**config.mk**
```make
export PLATFORM = sky130hd
export DESIGN_NAME = food_gen
export DESIGN_NICKNAME = d
export VERILOG_FILES = /design/src/rtl/snake_pkg.sv /design/src/rtl/lfsr8.sv /design/src/rtl/food_gen.sv
export SDC_FILE = /design/constraint.sdc
export NUM_CORES = 1
export LEC_CHECK = 0
export ABC_AREA = 1
export CAP_MARGIN = 40
export CORE_ASPECT_RATIO = 0.5
export CORE_MARGIN = 8
export CORE_UTILIZATION = 40
export CTS_BUF_LIST = sky130_fd_sc_hd__clkbuf_4
export DETAILED_ROUTE_END_ITERATION = 16
export MAX_ROUTING_LAYER = met4
export PLACE_DENSITY_LB_ADDON = 0.12
export SLEW_MARGIN = 0
export SYNTH_ARGS = -nofsm -noshare
export SYNTH_HDL_FRONTEND = slang
export SYNTH_SLANG_ARGS = --single-unit
```
**constraint.sdc**
```tcl
create_clock -name CLOCK_50 -period 1.8 [get_ports CLOCK_50]
set_input_delay 0.36 -clock CLOCK_50 [delete_from_list [all_inputs] [get_ports CLOCK_50]]
set_output_delay 0.36 -clock CLOCK_50 [all_outputs]
set_load 0.01 [all_outputs]
```
**src/rtl/snake_pkg.sv**
```systemverilog
// Shared definitions for the snake game datapath: grid geometry,
// the food FSM states, the food colour and the LFSR step function.
package snake_pkg;

    localparam int GRID_BITS = 4;
    localparam int GRID_SIZE = 1 << GRID_BITS;

    typedef logic [GRID_BITS-1:0] coord_t;

    localparam logic [2:0] FOOD_COLOUR = 3'b010;

    typedef enum logic [2:0] {
        S_IDLE,
        S_RAND_Q,
        S_RAND_W,
        S_SCAN_Q,
        S_SCAN_W,
        S_DONE
    } food_state_t;

    // Fibonacci step for x^8+x^6+x^5+x^4+1; zero is never reached from a nonzero seed.
    function automatic logic [7:0] lfsr_next(input logic [7:0] v);
        return {v[6:0], v[7] ^ v[5] ^ v[4] ^ v[3]};
    endfunction

endpackage

```
**src/rtl/lfsr8.sv**
```systemverilog
// Free-running 8-bit maximal-length LFSR, shared by the food placer
// and any other game block that needs cheap randomness.
module lfsr8 #(
    parameter logic [7:0] SEED = 8'hA5
) (
    input  logic       clk,
    input  logic       rst_n,
    output logic [7:0] q
);
    import snake_pkg::*;

    always_ff @(posedge clk) begin
        if (!rst_n) begin
            q <= SEED;
        end else begin
            q <= lfsr_next(q);
        end
    end

endmodule

```
**src/rtl/food_gen.sv**
```systemverilog
// Picks a free grid cell for new food: random LFSR tries first,
// then a row-major scan so a nearly full board still terminates.
module food_gen #(
    parameter int         GRID_BITS = 4,
    parameter int         MAX_TRIES = 16,
    parameter logic [7:0] LFSR_SEED = 8'hA5
) (
    input  logic                 CLOCK_50,
    input  logic                 rst_n,
    input  logic                 start,
    output logic                 waitrequest,
    output logic                 query_valid,
    output logic [GRID_BITS-1:0] query_x,
    output logic [GRID_BITS-1:0] query_y,
    input  logic                 query_hit,
    output logic                 food_valid,
    output logic [GRID_BITS-1:0] food_x,
    output logic [GRID_BITS-1:0] food_y,
    output logic                 no_space
);
    import snake_pkg::*;

    localparam int TW = $clog2(MAX_TRIES) + 1;
    localparam logic [GRID_BITS-1:0] LAST = '1;

    food_state_t state, state_d;

    logic [7:0]           lfsr;
    logic [TW-1:0]        tries, tries_d;
    logic [GRID_BITS-1:0] cand_x, cand_x_d;
    logic [GRID_BITS-1:0] cand_y, cand_y_d;
    logic [GRID_BITS-1:0] scan_x, scan_x_d;
    logic [GRID_BITS-1:0] scan_y, scan_y_d;
    logic [GRID_BITS-1:0] fx_d, fy_d;
    logic                 full, full_d;

    lfsr8 #(
        .SEED (LFSR_SEED)
    ) u_lfsr (
        .clk   (CLOCK_50),
        .rst_n (rst_n),
        .q     (lfsr)
    );

    always_ff @(posedge CLOCK_50) begin
        if (!rst_n) begin
            state  <= S_IDLE;
            tries  <= '0;
            cand_x <= '0;
            cand_y <= '0;
            scan_x <= '0;
            scan_y <= '0;
            food_x <= '0;
            food_y <= '0;
            full   <= 1'b0;
        end else begin
            state  <= state_d;
            tries  <= tries_d;
            cand_x <= cand_x_d;
            cand_y <= cand_y_d;
            scan_x <= scan_x_d;
            scan_y <= scan_y_d;
            food_x <= fx_d;
            food_y <= fy_d;
            full   <= full_d;
        end
    end

    always_comb begin
        state_d  = state;
        tries_d  = tries;
        cand_x_d = cand_x;
        cand_y_d = cand_y;
        scan_x_d = scan_x;
        scan_y_d = scan_y;
        fx_d     = food_x;
        fy_d     = food_y;
        full_d   = full;
        unique case (state)
            S_IDLE: begin
                if (start) begin
                    cand_x_d = lfsr[4 +: GRID_BITS];
                    cand_y_d = lfsr[0 +: GRID_BITS];
                    tries_d  = '0;
                    full_d   = 1'b0;
                    state_d  = S_RAND_Q;
                end
            end
            S_RAND_Q: state_d = S_RAND_W;
            S_RAND_W: begin
                if (!query_hit) begin
                    fx_d    = cand_x;
                    fy_d    = cand_y;
                    state_d = S_DONE;
                end else if (tries < TW'(MAX_TRIES - 1)) begin
                    tries_d  = tries + 1'b1;
                    cand_x_d = lfsr[4 +: GRID_BITS];
                    cand_y_d = lfsr[0 +: GRID_BITS];
                    state_d  = S_RAND_Q;
                end else begin
                    scan_x_d = '0;
                    scan_y_d = '0;
                    state_d  = S_SCAN_Q;
                end
            end
            S_SCAN_Q: state_d = S_SCAN_W;
            S_SCAN_W: begin
                if (!query_hit) begin
                    fx_d    = scan_x;
                    fy_d    = scan_y;
                    state_d = S_DONE;
                end else if (scan_x == LAST && scan_y == LAST) begin
                    full_d  = 1'b1;
                    state_d = S_DONE;
                end else begin
                    scan_x_d = scan_x + 1'b1;
                    if (scan_x == LAST) begin
                        scan_y_d = scan_y + 1'b1;
                    end
                    state_d = S_SCAN_Q;
                end
            end
            S_DONE:  state_d = S_IDLE;
            default: state_d = S_IDLE;
        endcase
    end

    // Outputs are pure functions of registered state, so reset clears them in one edge.
    logic in_scan;
    assign in_scan     = (state == S_SCAN_Q) || (state == S_SCAN_W);
    assign waitrequest = (state != S_IDLE) && (state != S_DONE);
    assign query_valid = (state == S_RAND_Q) || (state == S_SCAN_Q);
    assign query_x     = in_scan ? scan_x : cand_x;
    assign query_y     = in_scan ? scan_y : cand_y;
    assign food_valid  = (state == S_DONE) && !full;
    assign no_space    = (state == S_DONE) && full;

endmodule

```
==> impl_metrics.yaml, run 1 <==
route:
  avgViaCountPerCell: 4.88
  dr_total_vias: 1888
  top_layer_used: "met4"
  met1Wirelength_um: 2720
  wl_met3_um: 197
  drc_errors: 0
  drtPass1Iterations: 4
  wl_per_cell_um: 13.6
  wl_um: 5250
  wl_met2_um: 2280
  antenna_left: 0
  drt_iter0_drc: 100
placement:
  dpl_cell_area_um2: 2400
  portBuffers: 23
  finalWeightedCongestion: 0.913
  post-place-ws_ns: -0.206
  dp.final_hpwl_um: 3820
worst_setup_path:
  crit_arrival_ns: 1.56
  path_buf_inv: 2
  endpoint_kind: "output pin"
  worstPathMaxFanout: 5
  crit_slowest_cell: "dfxtp_4"
  cp_top_family: "flip-flops"
  cp_data_required_time_ns: 1.44
  max_stage_delay_ns: 0.41
  crit_chain: "inv_4 > nor2_4 > nand2_4 > nand2_8 > mux2_4 > buf_6"
  path_class: "register to output pin"
  start_kind: "register"
logic_synthesis:
  synth.top_cells.by_count: "nand2_1, nor2_1, dfxtp_1, inv_1, o21ai_0"
  syn-cell-area_um2: 1980
  ys.flop_type: "dfxtp_1"
  ys_types: 31
  yosysMostFrequentCell: "nand2_1"
  postSynth.asyncResetShare_pct: 0
  yosysTopAreaCellShare_pct: 41.4
  syn_area_per_cell_um2: 7.42
  ys_ff_latch: 41
  ys_seq_area_share_pct: 41.4
  synth_top_area_cell: "dfxtp_1"
  yosys-top-cells-area: "dfxtp_1, nand2_1, nor2_1"
  synthesis.nets: 274
  netlist_instances: 267
  synth_warnings: 0
  synth_edf_count: 0
floorplan:
  initial_core_util_pct: 40.9
  dieArea_um2: 7600
  boundaryPins: 24
  chipWidth_um: 116
  core_area_um2: 4840
  die_h_um: 65.8
  num_rows: 18
clock_network:
  cts.path.max_buffers: 2
  root_buffer: "clkbuf_4"
  cts_tree: "yes"
  cts_made_buffers: 5
  ctsHoldBuffers: 0
  numClockSinks: 41
  path_clk_slew_ns: 0.13
  htreeDepth: 2
  clk_latency_ns: 0.35
sta:
  setup_viol: 9
  tightest_slew_ns: 0.431
  finalMaxSlewViolations: 0
  setup_ws_ns: -0.125
  finalClockSkew_ns: 0.00226
  rsz0062_at_grt: "true"
  slew_headroom_pct: 71.3
  hold_slack_ns: 0.446
  finalHoldViolCount: 0
  period_needed_ns: 1.92
  fmax_mhz: 519
  period_share_pct: 107
  final.setup.tns_ns: -0.942
pwr:
  total_power_mw: 2.23
  ir_drop_mv: 0.533
  p_leak_nw: 1.15
  power_density_nw_per_um2: 857
run_status:
  violations: "negative setup slack"
  status: "complete, but fails checks"
layout:
  finalInstanceArea_um2: 2600
  syn_to_final_growth_pct: 31.2
  fillerInstances: 473
  nNetsFinal: 323
  drive_gt1_share_pct: 27.4
  diodes: 0
worst_hold_path:
  min_path_type: "register to register"
grt:
  grt_pass1_vias: 1784
  grt_usage_pct: 15.2
  grt_first_pass_wirelength_um: 8800
  antenna_found_initial: 0
  gr-total-overflow: 0
  grt_start_max_net_pins: 16
job:
  max_cap_violations: 0
per-layer routing:
metal | global-route usage (%) | vias up
li1 | - | 968
met1 | 19.8 | 884
met4 | 3.89 | 0
met3 | 3.73 | 5
met2 | 23.2 | 31
met5 | - | -
what timing repair did:
item	4_1_cts	5_1_grt
setup buffers	4	1
cloned	1	0
pin swaps	6	4
resized for setup	73	12
endpoints found under the setup margin	12	15
sequential cells by signal (all words and copies together) (netlist names):
name	flops
scan_y	4
u_lfsr.q	8
cand_y	4
food_y	4
scan_x	4
cand_x	4
food_x	4
full	1
tries	5
state	3
power breakdown:
part	switching (mW)	leakage [nW]	internal [mW]
registers	0.0821	0.338	0.995
logic	0.359	0.776	0.326
clock network	0.318	0.0326	0.148
total	0.759	1.15	1.47
layout make-up:
type                       count  area (um^2)  area share, %
clock buffer                   5         37.5           1.44
clock inverter                 3         17.5          0.673
multi-input combinational    192         1100           42.4
inverter                      27          104           3.99
timing repair buffer          49          419           16.1
tap                           70         87.6           3.37
sequential                    41          832           32.0
final timing paths:
kind | startpoint | end | slack [ns] | cells past startpoint
setup / recovery | state[0]$_SDFFE_PN0N_ | query_y[2] | -0.12 | 6
setup reg to reg | state[0]$_SDFFE_PN0N_ | tries[4]$_SDFFE_PN0P_ | 0.10 | 11
hold reg to reg | u_lfsr.q[2]$_SDFF_PN1_ | u_lfsr.q[3]$_SDFF_PN0_ | 0.45 | 2
hold / removal | u_lfsr.q[2]$_SDFF_PN1_ | u_lfsr.q[3]$_SDFF_PN0_ | 0.45 | 2
layout by cell type, fill, tap and decap left out, types with 7 or more instances in the layout:
cell type,instances
nand3_1,9
inv_1,21
nor2_1,42
clkdlybuf4s50_1,11
buf_6,9
a21oi_1,10
a31oi_1,7
nand2_1,51
o21ai_0,18
dfxtp_1,38
buf_4,23
through the flow:
stage          cells  utilization [%]
3_3_place_gp     373             49.6
3_5_place_dp     373             49.6
2_1_floorplan    267                -
6_report         387             53.7
4_1_cts          386             53.1
5_1_grt          387             53.7
logic make-up after synthesis:
| logic type | count (synthesis) | share of synthesized area, % |
|---|---|---|
| simple gates | 134 | 30.6 |
| compound gates | 43 | 12.6 |
| flops | 41 | 41.4 |
| buf+inv | 35 | 7.89 |
| mux | 6 | 3.41 |
| xor+xnor | 5 | 2.21 |
| fa+ha+maj | 3 | 1.89 |
worst min-delay path, stage by stage (launching register included):
cell and delay [ns]:
dfxtp_1 0.34, nand2_1 0.05, inv_1 0.03
(Power assumes the default switching activity.)
==> run 2, diff against run 1 <==
--- a/config.mk
+++ b/config.mk
@@ -7,7 +7,7 @@
 export LEC_CHECK = 0
 export ABC_AREA = 1
 export CAP_MARGIN = 40
-export CORE_ASPECT_RATIO = 0.5
+export CORE_ASPECT_RATIO = 1.2
 export CORE_MARGIN = 8
 export CORE_UTILIZATION = 40
 export CTS_BUF_LIST = sky130_fd_sc_hd__clkbuf_4
==> constraint.sdc (replaced) <==
create_clock -name CLOCK_50 -period 1.55 [get_ports CLOCK_50]
set_input_delay 0.31 -clock CLOCK_50 [delete_from_list [all_inputs] [get_ports CLOCK_50]]
set_output_delay 0.31 -clock CLOCK_50 [all_outputs]
set_load 0.01 [all_outputs]
==> run 2 against run 1 <==
  * Flip-flop and latch count did not move
  * Largest power group unchanged
  * Sequential power up 15%
  * Combinational power up 33%
  * Largest cell class unchanged
  * Via count increased by 3.4%
  * Global-route usage down 1.0 points
  * Final cell count is 3.4% higher
  * The flow still finishes with violations (negative setup slack)
==> impl_metrics.yaml, run 2 (synthesized netlist as in run 1, its figures left out) <==
pwr:
  power_density_nw_per_um2: 1000
  ir_drop_mv: 0.679
  total_power_mw: 2.87
  p_leak_nw: 1.32
grt:
  grt_usage_pct: 14.2
  antenna_found_initial: 0
  grt_pass1_vias: 1814
  grt_start_max_net_pins: 20
  gr-total-overflow: 0
  grt_first_pass_wirelength_um: 8270
placement:
  finalWeightedCongestion: 0.831
  portBuffers: 23
  post-place-ws_ns: -0.387
  dp.final_hpwl_um: 3720
worst_setup_path:
  path_class: "register to output pin"
  max_stage_delay_ns: 0.38
  crit_slowest_cell: "dfxtp_4"
  start_kind: "register"
  cp_data_required_time_ns: 1.24
  worstPathMaxFanout: 5
  crit_chain: "nor2_4 > nand2_4 > nand2_8 > mux2_4 > buf_6"
  endpoint_kind: "output pin"
  crit_arrival_ns: 1.52
clock_network:
  numClockSinks: 41
  ctsHoldBuffers: 0
  clk_latency_ns: 0.35
  htreeDepth: 2
  cts_tree: "yes"
  root_buffer: "clkbuf_4"
  cts_made_buffers: 5
  path_clk_slew_ns: 0.13
  cts.path.max_buffers: 2
run_status:
  status: "complete, but fails checks"
  violations: "negative setup slack"
sta:
  finalClockSkew_ns: 0.0107
  period_share_pct: 118
  setup_ws_ns: -0.275
  slew_headroom_pct: 81.2
  tightest_slew_ns: 0.279
  period_needed_ns: 1.83
  rsz0062_at_grt: "true"
  hold_slack_ns: 0.447
  finalMaxSlewViolations: 0
  final.setup.tns_ns: -2.32
  setup_viol: 13
  fmax_mhz: 548
  finalHoldViolCount: 0
layout:
  diodes: 0
  final_cell_mix: "nand2_1, buf_4, nor2_1, dfxtp_1, inv_1"
  final_common_cell: "nand2_1"
  fillerInstances: 458
  largest_registers: "u_lfsr.q x8, tries x5"
  largest_register_ffs: 8
  utilization_pct: 58.8
  syn_to_final_growth_pct: 44.4
  nNetsFinal: 346
  regMostFlops: "u_lfsr.q"
  drive_gt1_share_pct: 38.8
route:
  wl_um: 4920
  dr_total_vias: 1953
  drt_iter0_drc: 84
  drc_errors: 0
  antenna_left: 0
  drtPass1Iterations: 4
  avgViaCountPerCell: 4.88
  wl_per_cell_um: 12.3
floorplan:
  chipWidth_um: 80.3
  dieArea_um2: 7470
  num_rows: 28
  core_area_um2: 4870
  die_h_um: 93.1
  boundaryPins: 24
  initial_core_util_pct: 40.7
job:
  max_cap_violations: 0
worst_hold_path:
  min_path_type: "register to register"
[run 2: cell count changes in the layout (fill, tap and decap cells not counted), sizes merged]
cell / previous run / this run
buf: 37 / 61
bufinv: 0 / 1
clkdlybuf4s15: 1 / 0
clkdlybuf4s50: 11 / 3
clkinv: 3 / 2
dlygate4sd2: 0 / 8
[run 2: final cells by class]
class                   count  area (um^2)  share of cell area [%]
inverters                  27          111                    3.89
repair buffers             72          593                    20.7
clock buffers               5         37.5                    1.31
multi-input cells         192         1160                    40.7
clock inverters             3         43.8                    1.53
well taps                  60         75.1                    2.62
flip-flops and latches     41          837                    29.3
[run 2: per-layer routing]
| metal | global-route usage [%] | wire [um] |
|---|---|---|
| met5 | - | 0 |
| met4 | 4.10 | 45 |
| met3 | 3.36 | 186 |
| met2 | 23.5 | 2430 |
| met1 | 16.6 | 2260 |
[run 2: power breakdown]
group | internal, mW | switching [mW]
Combinational | 0.461 | 0.452
Clock | 0.343 | 0.367
Sequential | 1.16 | 0.0861
[run 2: stage by stage]
| step | instances | instance area (um^2) |
|---|---|---|
| finish | 400 | 2860 |
| global route | 400 | 2860 |
| CTS | 395 | 2740 |
| detailed placement | 382 | 2530 |
| global placement | 382 | 2530 |
| floorplan | 267 | 1980 |
[run 2: worst paths after layout]
path | start | to | slack [ns] | depth (start not counted)
setup / recovery | state[0]$_SDFFE_PN0N_ | query_y[2] | -0.28 | 5
setup reg to reg | state[0]$_SDFFE_PN0N_ | scan_y[1]$_SDFFE_PN0P_ | -0.02 | 10
hold reg to reg | u_lfsr.q[0]$_SDFF_PN1_ | u_lfsr.q[1]$_SDFF_PN0_ | 0.45 | 2
hold / removal | u_lfsr.q[0]$_SDFF_PN1_ | u_lfsr.q[1]$_SDFF_PN0_ | 0.45 | 2
[run 2: timing repair]
action                     CTS  global route
hold endpoints to repair     0             0
pin swaps                    8             9
setup buffers                4             5
setup endpoints to repair   31            42
gates cloned                 1             0
resized for setup           94            40
[run 2: worst max-delay path: cells and delay by family (launching register included)]
| family | cells | cell delay (ns) |
|---|---|---|
| and+or+nand+nor | 3 | 0.36 |
| buffers and inverters | 1 | 0.12 |
| muxes | 1 | 0.31 |
| DFF | 1 | 0.38 |
==> run 3, diff against run 2 <==
--- a/config.mk
+++ b/config.mk
@@ -14,6 +14,7 @@
 export DETAILED_ROUTE_END_ITERATION = 16
 export MAX_ROUTING_LAYER = met4
 export PLACE_DENSITY_LB_ADDON = 0.12
+export SKIP_LAST_GASP = 1
 export SLEW_MARGIN = 0
 export SYNTH_ARGS = -nofsm -noshare
 export SYNTH_HDL_FRONTEND = slang
==> run 3 against run 2 <==
  * The run still ends with negative setup slack left
  * Utilization unchanged
  * Clock power barely moved
  * Wire length is the same
  * Count of clock-buffer cells in the layout unchanged
  * Non-clock buffer count unchanged
  * Clock skew did not move
  * Setup slack stayed put
  * Global-route usage did not move
  * Critical endpoint unchanged
  * Sequential power about the same
==> impl_metrics.yaml, run 3 (synthesized netlist as in run 1, its figures left out) <==
clock_network:
  cts_tree: "yes"
  root_buffer: "clkbuf_4"
  path_clk_slew_ns: 0.13
  clk_latency_ns: 0.35
  cts_made_buffers: 5
  htreeDepth: 2
  numClockSinks: 41
  cts.path.max_buffers: 2
  ctsHoldBuffers: 0
grt:
  grt_pass1_vias: 1814
  gr-total-overflow: 0
  grt_usage_pct: 14.2
  antenna_found_initial: 0
  grt_start_max_net_pins: 20
  grt_first_pass_wirelength_um: 8270
sta:
  period_share_pct: 118
  finalMaxSlewViolations: 0
  finalHoldViolCount: 0
  setup_viol: 13
  finalClockSkew_ns: 0.0107
  setup_ws_ns: -0.275
  slew_headroom_pct: 81.2
  final.setup.tns_ns: -2.32
  period_needed_ns: 1.83
  hold_slack_ns: 0.447
  rsz0062_at_grt: "true"
  tightest_slew_ns: 0.279
  fmax_mhz: 548
route:
  drc_errors: 0
  dr_total_vias: 1953
  avgViaCountPerCell: 4.88
  wl_per_cell_um: 12.3
  antenna_left: 0
  drt_iter0_drc: 84
  wl_um: 4920
  drtPass1Iterations: 4
worst_setup_path:
  endpoint_kind: "output pin"
  timing.rr.end: "scan_y[1]$_SDFFE_PN0P_"
  worstPathMaxFanout: 5
  crit_chain: "nor2_4 > nand2_4 > nand2_8 > mux2_4 > buf_6"
  reg2reg_setup_slack_ns: -0.02
  reg2reg_from: "state[0]$_SDFFE_PN0N_"
  crit_slowest_cell: "dfxtp_4"
  cp_data_required_time_ns: 1.24
  start_kind: "register"
  path_class: "register to output pin"
  rr_worst_depth: 10
  max_stage_delay_ns: 0.38
  crit_arrival_ns: 1.52
pwr:
  p_leak_nw: 1.32
  ir_drop_mv: 0.679
  total_power_mw: 2.87
  power_density_nw_per_um2: 1000
floorplan:
  dieArea_um2: 7470
  core_area_um2: 4870
  boundaryPins: 24
  num_rows: 28
  die_h_um: 93.1
  chipWidth_um: 80.3
  initial_core_util_pct: 40.7
layout:
  final_cell_mix: "nand2_1, buf_4, nor2_1, dfxtp_1, inv_1"
  syn_to_final_growth_pct: 44.4
  largest_registers: "u_lfsr.q x8, tries x5"
  diodes: 0
  largest_register_ffs: 8
  nNetsFinal: 346
  multi_input_area_um2: 1160
  drive_gt1_share_pct: 38.8
  regMostFlops: "u_lfsr.q"
  final_common_cell: "nand2_1"
  final-seq-area_um2: 837
  fillerInstances: 458
placement:
  portBuffers: 23
  dp.final_hpwl_um: 3720
  finalWeightedCongestion: 0.831
worst_hold_path:
  min_path_type: "register to register"
  worstHoldStart: "u_lfsr.q[0]$_SDFF_PN1_"
  hold_path_depth: 2
  holdPathEnd: "u_lfsr.q[1]$_SDFF_PN0_"
job:
  max_cap_violations: 0
run_status:
  violations: "negative setup slack"
  status: "complete, but fails checks"
## run 3: routing by layer
metal | wire [um] | vias to the layer above | track usage (%) | share of wire (%)
li1 | - | 1017 | - | -
met1 | 2260 | 905 | 16.6 | 46
met2 | 2430 | 27 | 23.5 | 49
met3 | 186 | 4 | 3.36 | 3.8
met4 | 45 | 0 | 4.10 | 0.92
met5 | 0 | - | - | 0
## run 3: worst max path at each step
stage,start,end,slack [ns]
floorplan,state[2]$_SDFFE_PN0N_,query_x[1],0.04
global placement,state[0]$_SDFFE_PN0N_,query_y[1],-0.36
detailed placement,state[0]$_SDFFE_PN0N_,query_y[3],-0.39
CTS,state[0]$_SDFFE_PN0N_,query_y[3],-0.33
global route,state[0]$_SDFFE_PN0N_,query_y[2],-0.33
finish,state[0]$_SDFFE_PN0N_,query_y[2],-0.28
## run 3: final cells by class
| class | instances | share of cell area (%) |
|---|---|---|
| multi-input cells | 192 | 40.7 |
| flip-flops and latches | 41 | 29.3 |
| repair buffers | 72 | 20.7 |
| inverters | 27 | 3.89 |
| well taps | 60 | 2.62 |
| clock inverters | 3 | 1.53 |
| clock buffers | 5 | 1.31 |
## run 3: per-stage QoR
stage | util (%) | cells | worst slack, ns | instance area [um^2]
2_1_floorplan | - | 267 | 0.0407 | 1980
3_3_place_gp | 52.1 | 382 | -0.357 | 2530
3_5_place_dp | 52.1 | 382 | -0.387 | 2530
4_1_cts | 56.3 | 395 | -0.328 | 2740
5_1_grt | 58.8 | 400 | -0.325 | 2860
6_report | 58.8 | 400 | -0.275 | 2860
## run 3: worst max-delay path: cells and delay by family, from the launching register on
| family | cells | cell delay [ns] |
|---|---|---|
| buffers and inverters | 1 | 0.12 |
| flip-flops | 1 | 0.38 |
| multiplexers | 1 | 0.31 |
| AND/OR/NAND/NOR | 3 | 0.36 |
## run 3: power by group
part / total, mW / switching (mW) / internal [mW]
clock: 0.710 / 0.367 / 0.343
combinational: 0.913 / 0.452 / 0.461
sequential: 1.24 / 0.0861 / 1.16
total: 2.87 / 0.906 / 1.96
## run 3: what timing repair did
| item | 4_1_cts | 5_1_grt |
|---|---|---|
| endpoints found under the hold margin | 0 | 0 |
| gates cloned | 1 | 0 |
| buffers inserted | 4 | 5 |
| resized for setup | 93 | 41 |
| pin swaps | 8 | 9 |
| setup endpoints to repair | 31 | 42 |
